===== src/rtl/zone_climate_ctrl_if.sv =====
// -----------------------------------------------------------------------------
// zone_climate_ctrl_if
// Bus between the smart-home top level and the multi-zone climate controller.
//   master : drives mode, zone_en, temperature, fault_clr;
//            observes heating, cooling, fault, active_count.
//   slave  : the controller side (mirror of master).
// -----------------------------------------------------------------------------
interface zone_climate_ctrl_if #(
   parameter int ZONES  = 4,
   parameter int TEMP_W = 5
);
   localparam int CNT_W = $clog2(ZONES + 1);

   logic [1:0]              mode;
   logic [ZONES-1:0]        zone_en;
   logic [ZONES*TEMP_W-1:0] temperature;
   logic [ZONES-1:0]        fault_clr;
   logic [ZONES-1:0]        heating;
   logic [ZONES-1:0]        cooling;
   logic [ZONES-1:0]        fault;
   logic [CNT_W-1:0]        active_count;

   modport master (
      output mode, zone_en, temperature, fault_clr,
      input  heating, cooling, fault, active_count
   );

   modport slave (
      input  mode, zone_en, temperature, fault_clr,
      output heating, cooling, fault, active_count
   );
endinterface


===== src/rtl/zone_climate_ctrl.sv =====
// -----------------------------------------------------------------------------
// zone_climate_ctrl
// One IDLE/HEAT/COOL hysteresis machine per zone with a global mode, per-zone
// enables, a minimum-dwell lockout against short-cycling, sticky sensor-fault
// flags and a registered count of active zones.
// Ports:
//   clk  : system clock, rising edge
//   rst  : asynchronous, active-low reset
//   bus  : zone_climate_ctrl_if.slave (mode, zone_en, temperature, fault_clr in;
//          heating, cooling, fault, active_count out, all registered)
// -----------------------------------------------------------------------------
module zone_climate_ctrl #(
   parameter int ZONES     = 4,
   parameter int TEMP_W    = 5,
   parameter int HEAT_ON   = 18,
   parameter int HEAT_OFF  = 20,
   parameter int COOL_ON   = 24,
   parameter int COOL_OFF  = 22,
   parameter int MIN_DWELL = 16
) (
   input logic                 clk,
   input logic                 rst,
   zone_climate_ctrl_if.slave  bus
);
   localparam int CNT_W = $clog2(ZONES + 1);
   localparam int DW_W  = (MIN_DWELL > 1) ? $clog2(MIN_DWELL) : 1;

   localparam logic [DW_W-1:0]   DWELL_LOAD = DW_W'(MIN_DWELL - 1);
   localparam logic [TEMP_W-1:0] T_FAULT    = {TEMP_W{1'b1}};
   localparam logic [TEMP_W-1:0] T_HEAT_ON  = TEMP_W'(HEAT_ON);
   localparam logic [TEMP_W-1:0] T_HEAT_OFF = TEMP_W'(HEAT_OFF);
   localparam logic [TEMP_W-1:0] T_COOL_ON  = TEMP_W'(COOL_ON);
   localparam logic [TEMP_W-1:0] T_COOL_OFF = TEMP_W'(COOL_OFF);

   typedef enum logic [1:0] {
      ST_IDLE = 2'd0,
      ST_HEAT = 2'd1,
      ST_COOL = 2'd2
   } state_e;

   state_e            state_q [ZONES];
   state_e            state_d [ZONES];
   logic [DW_W-1:0]   dwell_q [ZONES];
   logic [DW_W-1:0]   dwell_d [ZONES];
   logic [TEMP_W-1:0] temp_s  [ZONES];
   logic [ZONES-1:0]  force_s;
   logic [ZONES-1:0]  fault_q, fault_d;
   logic [ZONES-1:0]  heating_q, heating_d;
   logic [ZONES-1:0]  cooling_q, cooling_d;
   logic [CNT_W-1:0]  count_q, count_d;

   logic heat_allowed_s;
   logic cool_allowed_s;

   // Unpack per-zone temperatures and decode which modes permit each direction.
   always_comb begin
      for (int i = 0; i < ZONES; i++) begin
         temp_s[i] = bus.temperature[i*TEMP_W +: TEMP_W];
      end
      heat_allowed_s = (bus.mode == 2'b00) || (bus.mode == 2'b01);
      cool_allowed_s = (bus.mode == 2'b00) || (bus.mode == 2'b10);
   end

   // Per-zone next state, dwell counter, sticky fault and output decode.
   always_comb begin
      force_s   = '0;
      fault_d   = fault_q;
      heating_d = '0;
      cooling_d = '0;
      for (int i = 0; i < ZONES; i++) begin
         state_d[i] = state_q[i];
         dwell_d[i] = dwell_q[i];
         // The force uses the registered fault, so a new fault acts one edge later.
         force_s[i] = !bus.zone_en[i] || (bus.mode == 2'b11) || fault_q[i];
         case (state_q[i])
            ST_IDLE: begin
               if (!force_s[i] && (dwell_q[i] == '0)) begin
                  if (heat_allowed_s && (temp_s[i] <= T_HEAT_ON)) begin
                     state_d[i] = ST_HEAT;
                  end else if (cool_allowed_s && (temp_s[i] >= T_COOL_ON)) begin
                     state_d[i] = ST_COOL;
                  end else begin
                     state_d[i] = ST_IDLE;
                  end
               end else begin
                  state_d[i] = ST_IDLE;
               end
            end
            ST_HEAT: begin
               if (force_s[i] || (bus.mode == 2'b10)) begin
                  state_d[i] = ST_IDLE;
               end else if ((dwell_q[i] == '0) && (temp_s[i] >= T_HEAT_OFF)) begin
                  state_d[i] = ST_IDLE;
               end else begin
                  state_d[i] = ST_HEAT;
               end
            end
            ST_COOL: begin
               if (force_s[i] || (bus.mode == 2'b01)) begin
                  state_d[i] = ST_IDLE;
               end else if ((dwell_q[i] == '0) && (temp_s[i] <= T_COOL_OFF)) begin
                  state_d[i] = ST_IDLE;
               end else begin
                  state_d[i] = ST_COOL;
               end
            end
            default: begin
               state_d[i] = ST_IDLE;
            end
         endcase

         // Every state change (forced or not) restarts the dwell window.
         if (state_d[i] != state_q[i]) begin
            dwell_d[i] = DWELL_LOAD;
         end else if (dwell_q[i] != '0) begin
            dwell_d[i] = dwell_q[i] - DW_W'(1);
         end else begin
            dwell_d[i] = dwell_q[i];
         end

         // Set has priority over clear.
         if (temp_s[i] == T_FAULT) begin
            fault_d[i] = 1'b1;
         end else if (bus.fault_clr[i]) begin
            fault_d[i] = 1'b0;
         end else begin
            fault_d[i] = fault_q[i];
         end

         heating_d[i] = (state_d[i] == ST_HEAT);
         cooling_d[i] = (state_d[i] == ST_COOL);
      end
   end

   // Count active zones from the same next-state values that feed the outputs.
   always_comb begin
      count_d = '0;
      for (int i = 0; i < ZONES; i++) begin
         count_d = count_d + CNT_W'(heating_d[i] | cooling_d[i]);
      end
   end

   // State, dwell, fault and output registers.
   always_ff @(posedge clk or negedge rst) begin
      if (!rst) begin
         for (int i = 0; i < ZONES; i++) begin
            state_q[i] <= ST_IDLE;
            dwell_q[i] <= '0;
         end
         fault_q   <= '0;
         heating_q <= '0;
         cooling_q <= '0;
         count_q   <= '0;
      end else begin
         for (int i = 0; i < ZONES; i++) begin
            state_q[i] <= state_d[i];
            dwell_q[i] <= dwell_d[i];
         end
         fault_q   <= fault_d;
         heating_q <= heating_d;
         cooling_q <= cooling_d;
         count_q   <= count_d;
      end
   end

   assign bus.heating      = heating_q;
   assign bus.cooling      = cooling_q;
   assign bus.fault        = fault_q;
   assign bus.active_count = count_q;

endmodule

===== src/flat_wrapper.sv =====
// flat-port wrapper written by rule: the top's interface ports become plain ports
module zone_climate_ctrl_flat 
#(
   parameter int ZONES     = 4,
   parameter int TEMP_W    = 5,
   parameter int HEAT_ON   = 18,
   parameter int HEAT_OFF  = 20,
   parameter int COOL_ON   = 24,
   parameter int COOL_OFF  = 22,
   parameter int MIN_DWELL = 16
)
  (clk, rst, bus_mode, bus_zone_en, bus_temperature, bus_fault_clr, bus_heating, bus_cooling, bus_fault, bus_active_count);
  zone_climate_ctrl_if #(.ZONES(ZONES), .TEMP_W(TEMP_W)) bus_i ();
  input logic clk;
  input logic rst;
  input wire logic [$bits(bus_i.mode)-1:0] bus_mode;
  input wire logic [$bits(bus_i.zone_en)-1:0] bus_zone_en;
  input wire logic [$bits(bus_i.temperature)-1:0] bus_temperature;
  input wire logic [$bits(bus_i.fault_clr)-1:0] bus_fault_clr;
  output wire logic [$bits(bus_i.heating)-1:0] bus_heating;
  output wire logic [$bits(bus_i.cooling)-1:0] bus_cooling;
  output wire logic [$bits(bus_i.fault)-1:0] bus_fault;
  output wire logic [$bits(bus_i.active_count)-1:0] bus_active_count;
  assign bus_i.mode = bus_mode;
  assign bus_i.zone_en = bus_zone_en;
  assign bus_i.temperature = bus_temperature;
  assign bus_i.fault_clr = bus_fault_clr;
  assign bus_heating = bus_i.heating;
  assign bus_cooling = bus_i.cooling;
  assign bus_fault = bus_i.fault;
  assign bus_active_count = bus_i.active_count;
  zone_climate_ctrl #(.ZONES(ZONES), .TEMP_W(TEMP_W), .HEAT_ON(HEAT_ON), .HEAT_OFF(HEAT_OFF), .COOL_ON(COOL_ON), .COOL_OFF(COOL_OFF), .MIN_DWELL(MIN_DWELL)) u_core (.clk(clk), .rst(rst), .bus(bus_i));
endmodule

===== config.mk =====
export PLATFORM = sky130hd
export DESIGN_NAME = zone_climate_ctrl_flat
export DESIGN_NICKNAME = d
export VERILOG_FILES = /design/src/rtl/zone_climate_ctrl_if.sv /design/src/rtl/zone_climate_ctrl.sv /design/src/flat_wrapper.sv
export SDC_FILE = /design/constraint.sdc
export NUM_CORES = 1
export LEC_CHECK = 0
export ABC_AREA = 0
export ABC_CLOCK_PERIOD_IN_PS = 3000
export CORE_MARGIN = 5
export CORE_UTILIZATION = 48
export CTS_BUF_LIST = sky130_fd_sc_hd__clkbuf_8
export CTS_CLUSTER_SIZE = 24
export DETAILED_ROUTE_END_ITERATION = 10
export GPL_ROUTABILITY_DRIVEN = 0
export MAX_ROUTING_LAYER = met4
export PLACE_DENSITY = 0.79
export RECOVER_POWER = 25
export SLEW_MARGIN = 15
export SYNTH_ARGS = -nofsm -noshare
export SYNTH_HDL_FRONTEND = slang
export SYNTH_SLANG_ARGS = --single-unit

===== constraint.sdc =====
create_clock -name clk -period 3 [get_ports clk]
set_input_delay 0.3 -clock clk [delete_from_list [all_inputs] [get_ports clk]]
set_output_delay 0.3 -clock clk [all_outputs]
set_load 0.01 [all_outputs]

* Word-level counts from Yosys, hierarchy flattened
Cells that the tools add are included. Widths: inputs -> output; s select.
Storage, ports and cells: flip-flop bits (word level) 39, logic and storage cells 184, input bits 32, output and inout bits 15
Operators by class: order comparisons 16, add/subtract/negate cells 7, bitwise gates (word level) 4, reduce and logical (&&, ||, !) cells 67, equal/unequal tests 27, mux-type cells 48
Operators by type and width (count):
- $mux 2 | 24
- $ge 5x5->1 const B | 8
- $le 5x5->1 const B | 8
- $mux 4 | 8
- $pmux 2 s3 | 4
- $eq 2x2->1 const B | 10
- $eq 5x5->1 const B | 4
- $logic_and 1x1->1 | 20
- $eq 2x1->1 const B | 9
- $logic_or 1x1->1 | 18
- $logic_not 4->1 | 4
- $reduce_bool 2->1 | 8
- $reduce_bool 4->1 | 4
- $sub 4x1->4 const B | 4
- $mux 1 | 12
- $logic_not 2->1 | 5
- $add 3x3->3 | 3
- $logic_not 1->1 | 8
- $ne 2x2->1 | 4
- $or 1x1->1 | 4

* Longest topological paths before layout
Gate-level depths: netlist of the first run.
depth after elaboration 12, depth in mapped cells 12, depth with buffers taken out 11

* Worst setup path after synthesis of the first run
Ideal clock, no wire load.
path type register to register, start register u_core.dwell_q[4] (netlist bit), end register u_core.count_q[1], in the netlist u_core.bus.active_count[1], slack 0.092 ns, period minus slack after synthesis 2.908 ns, buffers on the path 1, data required time 2.874 ns, arrival time 2.782 ns, cell stages (with the launch flop) 13, setup time 0.126 ns, cell sequence dfrtp_1 > inv_1 > ha_1 > or3b_1 > clkbuf_1 > a211oi_1 > nand2_1 > o21a_1 > ha_1 > fa_1 > inv_1 > ha_1 > ha_1
On the way: cells in the longest elaborated chain, start to end 9, elaborated cells between the ends (all ways) 15, those cells by class 2 x add/sub; 2 x eq/ne; 6 x mux; 1 x bitwise; 4 x reduce/logical
Ends and longest elaborated chain:
- start: declaration | line zone_climate_ctrl.sv:43 | logic [DW_W-1:0] dwell_q [ZONES];
- start signal: indexed assignment | line zone_climate_ctrl.sv:157 | dwell_q[i] <= dwell_d[i];
- $logic_not 4->1 (*) | line zone_climate_ctrl.sv:77, zone_climate_ctrl.sv:92, zone_climate_ctrl.sv:101
- $logic_and 1x1->1, on equally long branches | line zone_climate_ctrl.sv:92, zone_climate_ctrl.sv:101
- $mux 1 or $mux 2 (tied branches) | line zone_climate_ctrl.sv:92, zone_climate_ctrl.sv:101
- $mux 2, on equally long branches | line zone_climate_ctrl.sv:90, zone_climate_ctrl.sv:99
- $pmux 2 s3 (*) | line zone_climate_ctrl.sv:75 | case (state_q[i])
- $eq 2x1->1 or $eq 2x2->1 (tied branches) | line zone_climate_ctrl.sv:130, zone_climate_ctrl.sv:131
- $or 1x1->1 (*) | line zone_climate_ctrl.sv:139 | count_d = count_d + CNT_W'(heating_d[i] | cooling_d[i]);
- $add 3x3->3 (*) (2 in series) | line zone_climate_ctrl.sv:139
- via u_core.count_d[1] | line zone_climate_ctrl.sv:50 | logic [CNT_W-1:0] count_q, count_d;
- end signal: assignment | line zone_climate_ctrl.sv:162 | count_q <= count_d;
- end: declaration | line zone_climate_ctrl.sv:50
The timed path passes the listed nets; every way through them passes the cells marked *. A chain may end at the register's enable or synchronous reset.

==> impl_metrics.yaml, run 1 <==
place:
  placed_cells: 345
  dp_slack_ns: -0.09949
  dpl.hpwl_mm: 3.900
  io_buffers: 46
global_routing:
  grt_pass1_vias: 1979
  grt_max_degree: 40
  grt_overflow_total: 0
  grt_pass1_wl_mm: 8.769
  antenna_found_initial: 0
  track_usage_pct: 18.17
synthesis:
  synth_area_per_cell_um2: 9.779
  ys_async_sr_fraction_pct: 100.0
  synth.largest_area_cell: "dfrtp_1"
  synthDistinctLibCells: 57
  ys_warn_count: 0
  synth-seq-cells: 39
  synth_top_area_share_pct: 42.83
  synth-edff-count: 0
  synth_ff_type: "dfrtp_1"
  synth-seq-area-share_pct: 42.83
  synth_cells: 233
  netlist_area_um2: 2278
  synth_area_leaders: "dfrtp_1 (43%), ha_1 (7.7%), inv_1 (3.8%)"
  syn_nets: 280
setup_path:
  crit_arrival_ns: 3.02
  cp-start-kind: "flop"
  path_max_fanout: 7
  critPathRequiredTime_ns: 3.18
  critPathKind: "flop to flop"
  end_kind: "flop"
finish:
  final_cells: 358
  layout-drive-gt1-share_pct: 14.80
  antenna_cells: 0
  area_growth_pct: 36.68
  final_cell_mix: "clkdlybuf4s50_1 (44), dfrtp_1 (39), inv_1 (24), buf_4 (21), nand2_1 (16)"
  nets: 350
  layout_commonest_cell: "clkdlybuf4s50_1"
routing:
  drc: 0
  via_count: 2062
  routed_wl_mm: 5.410
  drt-pass1-iter-count: 4
  viasPerCell: 5.760
  drt_iter0_markers: 137
  post_drt_wl_per_cell_um: 15.11
  antenna_left: 0
clocking:
  cts_tree: "yes"
  h-tree-depth: 2
  cts_buffers: 5
  clk_latency_ns: 0.30
  cts-root-buf: "clkbuf_8"
  clock_path_buffers: 2
  holdBufCountCts: 0
  clk_pin_slew_ns: 0.08
  cts.sinks: 39
floorplan:
  row_count: 25
  top_level_ports: 47
  core_area_um2: 4661
  die_h_um: 78.90
  initial_core_util_pct: 48.89
  die_w_um: 78.90
  die-area_um2: 6224
pwr:
  cellLeakagePower_uw: 0.001395
  ir_drop_mv: 0.3677
  power.density_nw_per_um2: 670.3
timing:
  relSlewSlack_pct: -38.98
  period_share_pct: 94.55
  fin_hold_ws_ns: 0.5276
  setup_viol: 0
  hold_violations: 0
  fin_skew_ns: 0.01002
  min_period_ns: 2.837
  drv_slew: 40
  fmax_mhz: 352.5
  layout_setup_ws_ns: 0.1634
  tightest_slew_ns: 2.085
run:
  maxCapViolCount: 1
run_status:
  violations: "max-capacitance violations, max-slew violations"
  run_status: "finished with violations"
hold_path:
  hp-class: "flop to flop"
synth_stat cells (3+ instances only):
| cell type | count |
|---|---|
| a211oi_1 | 4 |
| ha_1 | 14 |
| nor2_1 | 10 |
| nor4b_1 | 3 |
| nor3_1 | 4 |
| a21oi_1 | 9 |
| o2111ai_1 | 5 |
| nand2_1 | 16 |
| nand3b_1 | 4 |
| xnor2_1 | 4 |
| nand4_1 | 5 |
| or3_1 | 4 |
| nand2b_1 | 3 |
| o21ai_0 | 12 |
| o211ai_1 | 4 |
| nor3b_1 | 4 |
| nand3_1 | 12 |
| o22ai_1 | 4 |
| dfrtp_1 | 39 |
| and2_1 | 3 |
| inv_1 | 23 |
logic make-up (layout without fill, tap and decap cells):
| logic type | after synthesis | after routing | share of synthesized area (%) |
|---|---|---|---|
| flops | 39 | 39 | 42.83 |
| buf+inv | 28 | 99 | 5.052 |
| xor+xnor | 4 | 4 | 1.537 |
| simple gates | 82 | 82 | 21.36 |
| compound gates | 65 | 65 | 20.65 |
| fa+ha+maj | 15 | 15 | 8.567 |
worst paths after layout:
check | start | to | slack (ns) | cells past startpoint
max | u_core.dwell_q[12]$_DFFE_PN0P_ | u_core.bus.active_count[1]$_DFF_PN0_ | 0.16 | 12
min | u_core.dwell_q[13]$_DFFE_PN0P_ | u_core.dwell_q[13]$_DFFE_PN0P_ | 0.53 | 2
max reg2reg | u_core.dwell_q[12]$_DFFE_PN0P_ | u_core.bus.active_count[1]$_DFF_PN0_ | 0.16 | 12
min reg2reg | u_core.dwell_q[13]$_DFFE_PN0P_ | u_core.dwell_q[13]$_DFFE_PN0P_ | 0.53 | 2
max in group asynchronous | rst | u_core.dwell_q[4]$_DFFE_PN0P_ | 1.20 | 1
min in group asynchronous | rst | u_core.dwell_q[13]$_DFFE_PN0P_ | 0.59 | 1
metrics by stage:
step	total power, µW	cell area [µm²]	util [%]	setup TNS [ns]
final	2087	3114	66.82	0
after global routing	2250	3114	66.82	-0.01573
after CTS	2026	3029	64.99	0
after detailed placement	1500	2897	62.15	-0.1016
after global placement	1464	2897	62.15	0
after floorplan	1256	2278	-	0
critical path, stage by stage, from the launching register on:
cell     delay, ns
dfrtp_1       0.38
inv_1         0.12
ha_4          0.17
nor3b_2       0.15
buf_4         0.16
nand2_1       0.07
a32o_1        0.22
and2_1        0.17
ha_1          0.29
fa_1          0.48
inv_1         0.04
ha_1          0.19
ha_1          0.27
routing by layer:
metal,vias up,GRT usage [%],part of all wire [%]
met5,-,-,0
met1,974,22.59,45
met2,72,29.12,48
li1,1005,-,-
met3,11,3.855,5.7
met4,0,7.216,1.5
report_power, final:
group          internal (µW)  leakage (µW)  switching, µW  total, µW
Sequential               657      0.000511            110        767
Combinational            426      0.000814            374        799
Clock                    329     0.0000695            192        521
flip-flops by register name, indices dropped and copies added (netlist names):
signal and cells:
u_core.bus.active_count 3, u_core.dwell_q 16, u_core.bus.cooling 4, u_core.state_q 8
u_core.bus.heating 4, u_core.bus.fault 4
timing repair:
item | in CTS | in global routing
resized for setup | 0 | 8
buffers inserted | 0 | 5
endpoints found under the setup margin | 0 | 2
area by class of cell:
class | count | area (µm²)
clock buffers | 5 | 68.82
clock inverters | 3 | 63.81
fillers | 353 | 1546
inverters | 24 | 90.09
multi-input cells | 166 | 1236
flip-flops and latches | 39 | 975.9
well taps | 54 | 67.56
repair buffers | 67 | 611.8
Note: power is estimated with default switching activity, not from simulation.
==> run 2, diff against run 1 <==
--- a/config.mk
+++ b/config.mk
@@ -14,7 +14,7 @@
 export DETAILED_ROUTE_END_ITERATION = 10
 export GPL_ROUTABILITY_DRIVEN = 0
 export MAX_ROUTING_LAYER = met4
-export PLACE_DENSITY = 0.79
+export PLACE_DENSITY = 0.82
 export RECOVER_POWER = 25
 export SLEW_MARGIN = 15
 export SYNTH_ARGS = -nofsm -noshare
==> impl_metrics.yaml, run 2 (synthesis gave the netlist of run 1 again) <==
pwr:
  power.density_nw_per_um2: 627.5
  power_uw: 1924
  ir_drop_mv: 0.3722
  cellLeakagePower_uw: 0.001365
timing:
  tns_ns: 0
  relSlewSlack_pct: -37.99
  fin_skew_ns: 0.005687
  setup_viol: 0
  min_period_ns: 2.890
  period_share_pct: 96.34
  fmax_mhz: 346.0
  tightest_slew_ns: 2.070
  drv_slew: 40
  hold_violations: 0
routing:
  drt-pass1-iter-count: 4
  drt_iter0_markers: 102
  routed.top_layer: "met4"
  met2_length_mm: 2.601
  viasPerCell: 5.691
  post_drt_wl_per_cell_um: 14.96
  via_count: 2026
  antenna_left: 0
  wirelength_met1_mm: 2.383
  drc: 0
  dr_wl_met3_um: 257
  routed_wl_mm: 5.327
setup_path:
  path_max_fanout: 5
  critPathRequiredTime_ns: 3.17
  cp_slowest_cell: "fa_1"
  crit_end: "u_core.bus.active_count[1]$_DFF_PN0_"
  startpoint: "u_core.dwell_q[12]$_DFFE_PN0P_"
  cp-start-kind: "flop"
  slowest_delay_ns: 0.49
  cp.depth: 12
  crit_arrival_ns: 3.06
  r2r_slack_ns: 0.11
  critical-path-top-delay-family: "adder cells"
  r2r_cells: 12
  end_kind: "flop"
  crit_path_cell_trace: "inv_1 -> ha_4 -> nor3b_4 -> buf_4 -> nand2_1 -> a32o_1 -> and2_1 -> ha_1 -> fa_1 -> inv_1 -> ha_1 -> ha_1"
  regToRegStartpoint: "u_core.dwell_q[12]$_DFFE_PN0P_"
  cpMostUsedCell: "ha_1"
  path_buf_inv: 3
  reg2reg_to: "u_core.bus.active_count[1]$_DFF_PN0_"
  critPathKind: "flop to flop"
clocking:
  holdBufCountCts: 0
  clock_path_buffers: 2
  cts_buffers: 5
  clk_latency_ns: 0.29
  clk_pin_slew_ns: 0.08
  cts-root-buf: "clkbuf_8"
  cts.sinks: 39
  h-tree-depth: 2
  cts_tree: "yes"
floorplan:
  core_area_um2: 4661
  die_h_um: 78.90
  top_level_ports: 47
  die-area_um2: 6224
  die_w_um: 78.90
  row_count: 25
  initial_core_util_pct: 48.89
global_routing:
  grt_pass1_vias: 2003
  track_usage_pct: 18.15
  grt_overflow_total: 0
  grt_pass1_wl_mm: 8.687
  antenna_found_initial: 0
  grt_max_degree: 40
run_status:
  run_status: "finished with violations"
  violations: "max-capacitance violations, max-slew violations"
place:
  io_buffers: 46
  dpl.hpwl_mm: 3.919
  placed_cells: 345
  place_area_um2: 2897
finish:
  layout_commonest_cell: "clkdlybuf4s50_1"
  final_util_pct: 65.77
  largest_register_ff_count: 16
  final_cells: 356
  layout-drive-gt1-share_pct: 14.24
  final_cell_mix: "clkdlybuf4s50_1 (44), dfrtp_1 (39), inv_1 (23), buf_4 (19), nand2_1 (16)"
  top_regs: "u_core.dwell_q: 16 flops, u_core.state_q: 8 flops"
  antenna_cells: 0
  nets: 349
  top_register: "u_core.dwell_q"
  finalInstanceArea_um2: 3065
  area_growth_pct: 34.54
  fillers: 381
run:
  maxCapViolCount: 1
hold_path:
  hp-class: "flop to flop"
==> run 2: cell count changes in the layout (fill, tap and decap cells not counted), sizes merged <==
cell           delta
bufinv            -2
clkinv            +1
clkdlybuf4s15     +1
clkbuf            +1
inv               -1
buf               -2
==> run 2: how the worst min path moves through the flow <==
stage	from	to	slack (ns)	cells after the start
after floorplan	rst	u_core.bus.active_count[0]$_DFF_PN0_	0.004	0
after global routing	bus_fault_clr[0]	u_core.bus.fault[0]$_DFFE_PN0P_	0.56	2
after detailed placement	rst	u_core.dwell_q[13]$_DFFE_PN0P_	0.47	1
final	u_core.dwell_q[1]$_DFFE_PN0P_	u_core.dwell_q[1]$_DFFE_PN0P_	0.54	2
after global placement	rst	u_core.dwell_q[12]$_DFFE_PN0P_	0.46	1
after CTS	rst	u_core.state_q[3]$_DFF_PN0_	0.15	1
==> run 2: stage by stage <==
| step | hold WS, ns | setup WS (ns) |
|---|---|---|
| after floorplan | 0.004409 | 0.09197 |
| final | 0.5379 | 0.1099 |
| after global routing | 0.5605 | -0.007091 |
| after global placement | 0.4624 | 0.01970 |
| after CTS | 0.1508 | 0.06656 |
| after detailed placement | 0.4748 | -0.1118 |
==> run 2: what timing repair did <==
action	in CTS	in global routing
setup buffers	0	3
resized for setup	0	8
endpoints found under the setup margin	0	2
==> run 2: power by group <==
group | internal (µW) | total [µW] | switching [µW]
registers | 657 | 771 | 114
clock network | 180 | 363 | 183
logic | 423 | 789 | 366
==> run 2: worst min-delay path: cells and delay by family, from the launching register on <==
family	cells	cell delay [ns]
flip-flops	1	0.37
AO/OA/AOI/OAI	1	0.07
AND/OR/NAND/NOR	1	0.06
==> run 2: metal layers <==
metal,up-vias,GRT usage (%)
met4,0,8.419
met3,7,2.948
met2,63,29.88
li1,998,-
met5,-,-
met1,958,21.98
==> run 2: cell type report <==
cell class | count | area (µm²) | share of cell area [%]
multi-input combinational | 166 | 1236 | 40.33
sequential | 39 | 975.9 | 31.84
timing repair buffer | 66 | 608.1 | 19.84
inverter | 24 | 90.09 | 2.939
clock buffer | 6 | 82.58 | 2.694
tap | 54 | 67.56 | 2.204
clock inverter | 1 | 5.005 | 0.1633
